`src/rtl/vga_timing_pkg.sv`:
```
// Shared timing defaults, raster state types and sync bundle for the VGA path.
package vga_timing_pkg;

  // Default 800x600@72 Hz raster, 50 MHz pixel clock
  localparam int unsigned DEF_H_ACTIVE = 800;
  localparam int unsigned DEF_H_FP     = 56;
  localparam int unsigned DEF_H_SYNC   = 120;
  localparam int unsigned DEF_H_BP     = 64;
  localparam int unsigned DEF_V_ACTIVE = 600;
  localparam int unsigned DEF_V_FP     = 37;
  localparam int unsigned DEF_V_SYNC   = 6;
  localparam int unsigned DEF_V_BP     = 23;
  localparam int unsigned DEF_PIPE_DLY = 1;

  localparam int unsigned X_W          = 11;
  localparam int unsigned Y_W          = 10;
  localparam int unsigned COLOR_W      = 6;
  localparam int unsigned MAX_H_TOTAL  = 2048;
  localparam int unsigned MAX_V_TOTAL  = 1024;
  localparam int unsigned MAX_PIPE_DLY = 4;

  typedef enum logic [1:0] {HS_ACT, HS_FRONT, HS_SYNC, HS_BACK} h_state_e;
  typedef enum logic [1:0] {VS_ACT, VS_FRONT, VS_SYNC, VS_BACK} v_state_e;

  // Undelayed raster flags carried through the delay line
  typedef struct packed {
    logic active;
    logic hs;
    logic vs;
  } sync_bits_t;

  function automatic int unsigned h_total(input int unsigned act, input int unsigned fp,
                                          input int unsigned sync, input int unsigned bp);
    return act + fp + sync + bp;
  endfunction

  function automatic int unsigned v_total(input int unsigned act, input int unsigned fp,
                                          input int unsigned sync, input int unsigned bp);
    return act + fp + sync + bp;
  endfunction

endpackage

```
`src/rtl/vga_sync_delay.sv`:
```
// Enable-qualified shift register that delay-matches sync/blank to the colour pipeline.
module vga_sync_delay #(
  parameter int unsigned WIDTH = 3,
  parameter int unsigned DEPTH = 1
) (
  input  logic             clk,
  input  logic             rst,
  input  logic             en,
  input  logic [WIDTH-1:0] din,
  output logic [WIDTH-1:0] dout
);

  if (DEPTH == 0) begin : g_bypass
    assign dout = din;
  end else begin : g_shift
    logic [DEPTH-1:0][WIDTH-1:0] sr;

    // Shift one stage per enabled pixel; reset clears every stage
    always_ff @(posedge clk or negedge rst) begin
      if (!rst) begin
        sr <= '0;
      end else if (en) begin
        sr[0] <= din;
        for (int i = 1; i < int'(DEPTH); i++) begin
          sr[i] <= sr[i-1];
        end
      end
    end

    assign dout = sr[DEPTH-1];
  end

endmodule

```
`src/rtl/vga_timing_ctrl.sv`:
```
// Raster sequencer: h/v counters and FSMs, delay-matched sync/blank, gated registered colour.
module vga_timing_ctrl
  import vga_timing_pkg::*;
#(
  parameter int unsigned H_ACTIVE = DEF_H_ACTIVE,
  parameter int unsigned H_FP     = DEF_H_FP,
  parameter int unsigned H_SYNC   = DEF_H_SYNC,
  parameter int unsigned H_BP     = DEF_H_BP,
  parameter int unsigned V_ACTIVE = DEF_V_ACTIVE,
  parameter int unsigned V_FP     = DEF_V_FP,
  parameter int unsigned V_SYNC   = DEF_V_SYNC,
  parameter int unsigned V_BP     = DEF_V_BP,
  parameter logic        H_POL    = 1'b1,
  parameter logic        V_POL    = 1'b1,
  parameter int unsigned PIPE_DLY = DEF_PIPE_DLY
) (
  input  logic               clk,
  input  logic               rst,
  input  logic               en,
  output logic [X_W-1:0]     x,
  output logic [Y_W-1:0]     y,
  input  logic [COLOR_W-1:0] color_in,
  output logic [COLOR_W-1:0] color_out,
  output logic               hsync,
  output logic               vsync,
  output logic               blank,
  output logic               line_start,
  output logic               frame_start
);

  localparam int unsigned H_TOTAL   = h_total(H_ACTIVE, H_FP, H_SYNC, H_BP);
  localparam int unsigned V_TOTAL   = v_total(V_ACTIVE, V_FP, V_SYNC, V_BP);
  localparam int unsigned H_FRONT_X = H_ACTIVE;
  localparam int unsigned H_SYNC_X  = H_ACTIVE + H_FP;
  localparam int unsigned H_BACK_X  = H_ACTIVE + H_FP + H_SYNC;
  localparam int unsigned V_FRONT_Y = V_ACTIVE;
  localparam int unsigned V_SYNC_Y  = V_ACTIVE + V_FP;
  localparam int unsigned V_BACK_Y  = V_ACTIVE + V_FP + V_SYNC;

  if (H_TOTAL > MAX_H_TOTAL) begin : g_bad_h_total
    $error("vga_timing_ctrl: H_TOTAL exceeds 2048");
  end
  if (V_TOTAL > MAX_V_TOTAL) begin : g_bad_v_total
    $error("vga_timing_ctrl: V_TOTAL exceeds 1024");
  end
  if (PIPE_DLY > MAX_PIPE_DLY) begin : g_bad_pipe_dly
    $error("vga_timing_ctrl: PIPE_DLY exceeds 4");
  end

  h_state_e       hstate, hstate_nxt;
  v_state_e       vstate, vstate_nxt;
  logic [X_W-1:0] x_nxt;
  logic [Y_W-1:0] y_nxt;
  logic           x_wrap;
  sync_bits_t     raw_bits;
  sync_bits_t     dly_bits;

  // Next counts and FSM transitions; states move on the same edge x/y cross a boundary
  always_comb begin
    x_nxt      = x + X_W'(1);
    y_nxt      = y;
    x_wrap     = 1'b0;
    hstate_nxt = hstate;
    vstate_nxt = vstate;

    if (x == X_W'(H_TOTAL - 1)) begin
      x_nxt  = '0;
      x_wrap = 1'b1;
      y_nxt  = (y == Y_W'(V_TOTAL - 1)) ? '0 : y + Y_W'(1);
    end

    case (hstate)
      HS_ACT:   if (x_nxt == X_W'(H_FRONT_X)) hstate_nxt = HS_FRONT;
      HS_FRONT: if (x_nxt == X_W'(H_SYNC_X))  hstate_nxt = HS_SYNC;
      HS_SYNC:  if (x_nxt == X_W'(H_BACK_X))  hstate_nxt = HS_BACK;
      HS_BACK:  if (x_wrap)                   hstate_nxt = HS_ACT;
      default:                                hstate_nxt = HS_ACT;
    endcase

    if (x_wrap) begin
      case (vstate)
        VS_ACT:   if (y_nxt == Y_W'(V_FRONT_Y)) vstate_nxt = VS_FRONT;
        VS_FRONT: if (y_nxt == Y_W'(V_SYNC_Y))  vstate_nxt = VS_SYNC;
        VS_SYNC:  if (y_nxt == Y_W'(V_BACK_Y))  vstate_nxt = VS_BACK;
        VS_BACK:  if (y_nxt == '0)              vstate_nxt = VS_ACT;
        default:                                vstate_nxt = VS_ACT;
      endcase
    end
  end

  // Counter/state registers plus start pulses decoded from the next count
  always_ff @(posedge clk or negedge rst) begin
    if (!rst) begin
      x           <= '0;
      y           <= '0;
      hstate      <= HS_ACT;
      vstate      <= VS_ACT;
      line_start  <= 1'b0;
      frame_start <= 1'b0;
    end else begin
      line_start  <= en & (x_nxt == '0);
      frame_start <= en & (x_nxt == '0) & (y_nxt == '0);
      if (en) begin
        x      <= x_nxt;
        y      <= y_nxt;
        hstate <= hstate_nxt;
        vstate <= vstate_nxt;
      end
    end
  end

  assign raw_bits.active = (hstate == HS_ACT) && (vstate == VS_ACT);
  assign raw_bits.hs     = (hstate == HS_SYNC);
  assign raw_bits.vs     = (vstate == VS_SYNC);

  vga_sync_delay #(
    .WIDTH ($bits(sync_bits_t)),
    .DEPTH (PIPE_DLY)
  ) u_sync_delay (
    .clk  (clk),
    .rst  (rst),
    .en   (en),
    .din  (raw_bits),
    .dout (dly_bits)
  );

  // Pin register: all four DAC-side outputs leave together
  always_ff @(posedge clk or negedge rst) begin
    if (!rst) begin
      blank     <= 1'b1;
      hsync     <= ~H_POL;
      vsync     <= ~V_POL;
      color_out <= '0;
    end else if (en) begin
      blank     <= ~dly_bits.active;
      hsync     <= dly_bits.hs ? H_POL : ~H_POL;
      vsync     <= dly_bits.vs ? V_POL : ~V_POL;
      color_out <= dly_bits.active ? color_in : '0;
    end
  end

endmodule
```
`config.mk`:
```
export PLATFORM = sky130hd
export DESIGN_NAME = vga_timing_ctrl
export DESIGN_NICKNAME = d
export VERILOG_FILES = /design/src/rtl/vga_timing_pkg.sv /design/src/rtl/vga_sync_delay.sv /design/src/rtl/vga_timing_ctrl.sv
export SDC_FILE = /design/constraint.sdc
export NUM_CORES = 1
export LEC_CHECK = 0
export ABC_CLOCK_PERIOD_IN_PS = 3100
export BUFFER_PORTS_ARGS = -buffer_cell sky130_fd_sc_hd__buf_2
export CAP_MARGIN = 20
export CORE_ASPECT_RATIO = 1.5
export CORE_MARGIN = 1.5
export CORE_UTILIZATION = 58
export CTS_CLUSTER_SIZE = 12
export DETAILED_ROUTE_END_ITERATION = 8
export PLACE_DENSITY = 0.84
export SLEW_MARGIN = 0
export SYNTH_ARGS = -nofsm -noshare
export SYNTH_HDL_FRONTEND = slang
export SYNTH_SLANG_ARGS = --single-unit
```
`constraint.sdc`:
```
create_clock -name clk -period 3.1 [get_ports clk]
set_input_delay 0.31 -clock clk [delete_from_list [all_inputs] [get_ports clk]]
set_output_delay 0.31 -clock clk [all_outputs]
set_load 0.02 [all_outputs]
```
Word-level counts from Yosys, hierarchy flattened
Index checks and enable logic that the tools add are counted.
{ "classes": {"n_bitwise": 3, "eq_ne": 22, "n_reduce_logical": 7, "add_sub_neg": 2, "n_mux": 17} }
{ "op_table": {"columns": ["operator", "count"], "rows": [
  ["10-bit equality test (second input constant)", 4],
  ["11-bit by 10-bit equality test with 1-bit output (second input constant)", 3],
  ["10-bit two-way mux", 2],
  ["2-bit two-way mux", 8],
  ["2-bit inequality test (second input constant)", 8],
  ["2-bit case mux with 4 select lines", 2],
  ["11-bit by 1-bit adder with 11-bit output (second input constant)", 1],
  ["11-bit equality test (second input constant)", 1],
  ["11-bit logical NOT", 1],
  ["11-bit two-way mux", 1],
  ["10-bit by 1-bit adder with 10-bit output (second input constant)", 1],
  ["10-bit logical NOT", 1],
  ["2-bit equality test (second input constant)", 4],
  ["6-bit two-way mux", 1],
  ["6-bit AND reduction", 1],
  ["5-bit AND reduction", 1],
  ["2-bit by 1-bit equality test with 1-bit output (second input constant)", 2],
  ["2-bit logical NOT", 2],
  ["1-bit two-way mux", 3],
  ["1-bit AND", 2],
  ["1-bit logical AND", 1],
  ["1-bit NOT", 1]
]} }
{ "word_totals": {"out_inout_bits": 32, "input_bits": 9, "elab_cells": 62, "register_bits": 39} }

Longest topological paths before layout
{ "logic_depth": {"word_depth": 6, "depth_mapped": 9, "ltp_nobuf": 9} }

Hierarchy
A second synthesis with hierarchy kept.
{ "hier_totals": {"cells_unflattened": 295, "hier_area_um2": 2658.8} }
{ "by_module_without_submodules": {"columns": ["module", "n_inst", "area_each_um2", "seq_area_each_um2", "cells_per_inst"], "rows": [
  ["vga_timing_ctrl", 1, 2549.9, 902.1, 289],
  ["vga_sync_delay", 1, 108.9, 75.1, 6]
]} }

Least setup slack after synthesis
No wires, ideal clock.
{ "synth_timing": {"kind": "reg2reg", "startpoint": "register x[0]", "endpoint": "register vstate[1]", "stages_incl_launch_ff": 9, "t_arrival_ns": 2.824, "setup_ns": 0.127, "synth_period_minus_slack_ns": 2.951, "path_slack_ns": 0.149, "n_path_buf": 0, "required_time_ns": 2.973, "cell_sequence": "dfrtp_1 > ha_1 > and3_2 > nand3_1 > or3_2 > a22oi_2 > a41oi_1 > a2111oi_2 > mux2_1"} }
{ "synth_via": {"elab_chain_cells": 5, "elab_cells_between_ends": 12, "classes_between": "eq/ne (8); mux (2); reduce/logical (2)"} }
{ "synth_lines": {"columns": ["item", "line", "text"], "rows": [
  ["start: declaration", "vga_timing_ctrl.sv:20", "output logic [X_W-1:0] x,"],
  ["start signal: assignment", "vga_timing_ctrl.sv:104", "x <= x_nxt;"],
  ["11-bit equality test *", "vga_timing_ctrl.sv:66", "if (x == X_W'(H_TOTAL - 1)) begin"],
  ["10-bit two-way mux", "vga_timing_ctrl.sv:66", null],
  ["10-bit equality test, or another cell as far along", "vga_timing_ctrl.sv:84", "VS_SYNC: if (y_nxt == Y_W'(V_BACK_Y)) vstate_nxt = VS_BACK;"],
  ["2-bit inequality test (no source line)", null, null],
  ["6-bit AND reduction (no source line) *", null, null],
  ["end signal: assignment", "vga_timing_ctrl.sv:107", "vstate <= vstate_nxt;"],
  ["end: declaration", "vga_timing_ctrl.sv:51", "v_state_e vstate, vstate_nxt;"]
]} }
Every way passes the cells marked *; elsewhere a longest branch is shown, timed or not.
A chain may end at the register's enable or synchronous reset.

Final worst setup path
{ "layout_timing": {"startpoint": "register x[6]", "endpoint": "register vstate[1]"} }
The elaborated chain is that of the path after synthesis.

==> key figures <==
Detailed routing
  • DR vias: 2594
  • Drt first pass iters: 4
  • # DRC: 0
  • Post-DRT Antenna Nets: 0
  • Via-per-instance ratio: between 6 and 7
  • DR WL/cell: 16.7 um
  • Metal1 wirelength: ~2600 um
  • First DRT Iteration DRCs: 294
  • Met3 wire len: 383 um
  • Aggregate routed wire length: roughly 7100 um
  • Top routing layer in use: met4
  • WL met2: 3750 um

Timing
  • Slew Limit Fails: 0
  • Clock Skews: between 0.005 and 0.006 ns
  • Worst hold margin: 0.120 ns
  • Worst Tran Pin Value: 0.874 ns
  • Setup TNS Final: 0 ns
  • Fin crit share: 97.4%
  • Setup violations, final: 0
  • Final worst path period need: slightly above 3 ns
  • Max Freq: 331 MHz
  • Hold Fails Final Rpt: 0
  • Rel. slew slack: 41.8%

Worst setup path
  • Delay-heaviest family, CP: simple AND/OR/NAND/NOR gates
  • Worst path most repeated cell: nand4_1
  • Critical Path AT: 3.20 ns
  • Slowest stage delay, CP: between 0.6 and 0.7 ns
  • Critical Path End Type: flop
  • Critical path class: reg -> reg
  • Required @ worst endpoint: 3.28 ns
  • Critical path peak fanout: 6
  • Crit-path cells: or4b_4 > nor3_2 > nand4_1 > a22oi_1 > nand4_1 > a2111oi_4 > mux2_1
  • Worst reg-to-reg setup slack: between 0.08 and 0.09 ns
  • CP max stage cell: or4b_4
  • Worst path bufs/invs: 0
  • CP startpoint kind: flop
  • Reg2reg start: x[6]
  • CP startpoint: x[6]

Synthesis
  • Yosys cell types: 71
  • Post-synthesis mux area share: 5.01%
  • EDFF count, synth: 0
  • Post-synthesis adder-cell area fraction: 5.32%
  • Post-Synth Simple-Gate Area: 26.1%
  • Commonest cells in the synthesized netlist: 38 x dfrtp_1, 30 x nand2_1, 30 x o21ai_0
  • Mapped Nets: 328
  • Ys flop type: dfrtp_1
  • Yosys warnings: 0
  • Share of the synthesized area in the top cell type: between 30% and 40%
  • Compound-cell area share of the yosys netlist: between 15 and 20%
  • Sequential area share after synthesis: between 30% and 40%
  • Post-Synth XOR/XNOR Area: under 10%
  • Mean area per synthesized cell: 9.20 um2
  • Syn Inst Count: 307
  • Async S/R FF share, synth: 100%
  • Main combinational cell family by area after synthesis: simple AND/OR/NAND/NOR gates
  • Area leader, netlist: dfrtp_1
  • #FFs+latches synth: 39
  • Area contributors post-synth: dfrtp_1 34%, ha_1 5.3%, o21ai_0 5.3%, nand2_1 4.0%, mux2_2 3.2%
  • Post-Syn Area: 2820 um2
  • Count leader, synth: dfrtp_1

Worst hold path
  • Worst hold path class: in -> async

Power
  • Seq pwr share: about a third
  • Pint: 1.16 mW
  • Total power density per cell area: about 550 nW/um2
  • Peak supply drop: 0.300 mV
  • Switching Share: 36.6%
  • Leakage Power: approximately 1.5 nW
  • Power Total: 1.83 mW
  • Sw Pwr: 0.670 mW
  • Clk network pwr share: 27.6%
  • Combinational power share: 38.2%

Layout
  • Layout filler cell count: ~360
  • Ant. Diodes: 0
  • Share of cells above drive strength 1: 30.2%
  • Cell Count, Final, Fillers Out: 425
  • Area Overhead vs Synth: 17.8%
  • Design area: 3330 um2
  • Final nets: 381

Place
  • Port bufs: 40
  • Dpl cells: 414
  • GP Congestion: 1.05
  • Placed instance area: 3150 um2
  • DP HPWL: 5160 um

Floorplan
  • # rows: 30
  • Die W: between 50 and 60 um
  • Top Ports: 41
  • Initial Util: 61.2%
  • Die Height: about 90 um
  • Core Area: 4620 um2
  • Die area: 5310 um2

Global route
  • GRT Util Overall: 29.1%
  • Pin count of the biggest net entering global routing: 40
  • GRT overflow: 0
  • Vias in the first global route: 2493
  • Initial antenna violation count: 0
  • First-pass GRT wire length: 11700 um

Clock tree
  • Max Root-Sink Buffers: 2
  • H-tree depth: 2
  • CTS root buf: clkbuf_8
  • Cts hold-fix bufs: 0
  • Clock-pin slew of the registers on the worst-case setup and hold paths: roughly 0.08 ns
  • Cts bufs inserted: 5
  • TritonCTS clock tree: done
  • Clock sink count: 39
  • Skew-Pair Late Insertion Delay: 0.30 ns

Outcome
  • Outcome: finished clean

Run
  • Max-Cap Viols: 0
==> cell type report <==
type / instances / area, um2 / area share, %
well taps: 64 / 80.1 / 2.41
multi-input cells: 228 / 1660 / 49.8
clock inverters: 2 / 60.1 / 1.81
flip-flops and latches: 39 / 977 / 29.4
clock buffers: 6 / 72.6 / 2.18
repair buffers: 69 / 418 / 12.6
inverters: 17 / 63.8 / 1.92
==> worst register-to-register path, cell delays in order, from the launching register on <==
cell and delay (ns):
dfrtp_1 0.43, or4b_4 0.62, nor3_2 0.47, nand4_1 0.17
a22oi_1 0.23, nand4_1 0.19, a2111oi_4 0.45, mux2_1 0.36
==> stage by stage <==
stage               setup slack [ns]  utilization [%]
global route                -0.00244             72.1
finish                        0.0809             72.1
CTS                           0.0554             71.1
global placement               0.109             68.3
floorplan                      0.149                -
detailed placement           0.00635             68.3
==> cells in the final DEF, fill, tap and decap left out, types with 4 or more instances in the layout <==
| master | synthesis | routed |
|---|---|---|
| nand4_1 | 9 | 9 |
| dfrtp_1 | 38 | 38 |
| mux2_2 | 8 | 8 |
| o21ai_0 | 30 | 30 |
| buf_4 | 2 | 29 |
| xnor2_1 | 8 | 8 |
| buf_2 | 8 | 40 |
| inv_1 | 17 | 17 |
| ha_1 | 12 | 12 |
| nor3_1 | 8 | 8 |
| a21oi_1 | 6 | 6 |
| nand2_1 | 30 | 30 |
| nand3_1 | 17 | 17 |
| clkbuf_8 | 4 | 5 |
| nor2_1 | 10 | 10 |
| a41oi_1 | 4 | 4 |
| and3_1 | 4 | 4 |
| and2_1 | 5 | 5 |
| xor2_1 | 9 | 9 |
==> logic make-up (layout without fill, tap and decap cells) <==
family	after synthesis	after routing
muxes	13	13
and+or+nand+nor	119	120
xor gates and xnor gates	17	17
AOI/OAI and AO/OA	66	66
adders and majority gates	12	12
buffers and inverters	41	94
DFF	39	39
==> worst paths after layout <==
kind                                 to  cells past startpoint
min reg2reg                       hsync                      1
min                                y[3]                      1
max                           vstate[1]                      7
max reg2reg                   vstate[1]                      7
max in group asynchronous  color_out[5]                      1
min in group clk           color_out[0]                      3
==> power by group through the flow <==
| stage | Combinational [mW] | Clock [mW] | Sequential (mW) |
|---|---|---|---|
| global placement | 0.659 | 0 | 0.633 |
| detailed placement | 0.671 | 0 | 0.636 |
| finish | 0.699 | 0.505 | 0.627 |
| CTS | 0.678 | 0.512 | 0.626 |
| global route | 0.757 | 0.533 | 0.635 |
| floorplan | 0.406 | 0 | 0.682 |
==> state kept, by name, summed over array words and instances (netlist names) <==
register / flops
u_sync_delay.dout: 3
y: 10
vstate: 2
blank: 1
hsync: 1
frame_start: 1
hstate: 2
line_start: 1
x: 11
vsync: 1
color_out: 6
==> repair_timing <==
action                     4_1_cts  5_1_grt
gates resized for setup          0        3
pin swaps                        1        3
buffers inserted                 0        2
setup endpoints to repair        1        3
gates cloned                     0        1
==> metal layers <==
metal	up-vias	track usage, %
met4	0	17.6
met5	-	0
li1	1225	-
met1	1232	32.7
met3	38	5.56
met2	99	49.5
No activity file was read; power rests on OpenSTA's default activity.
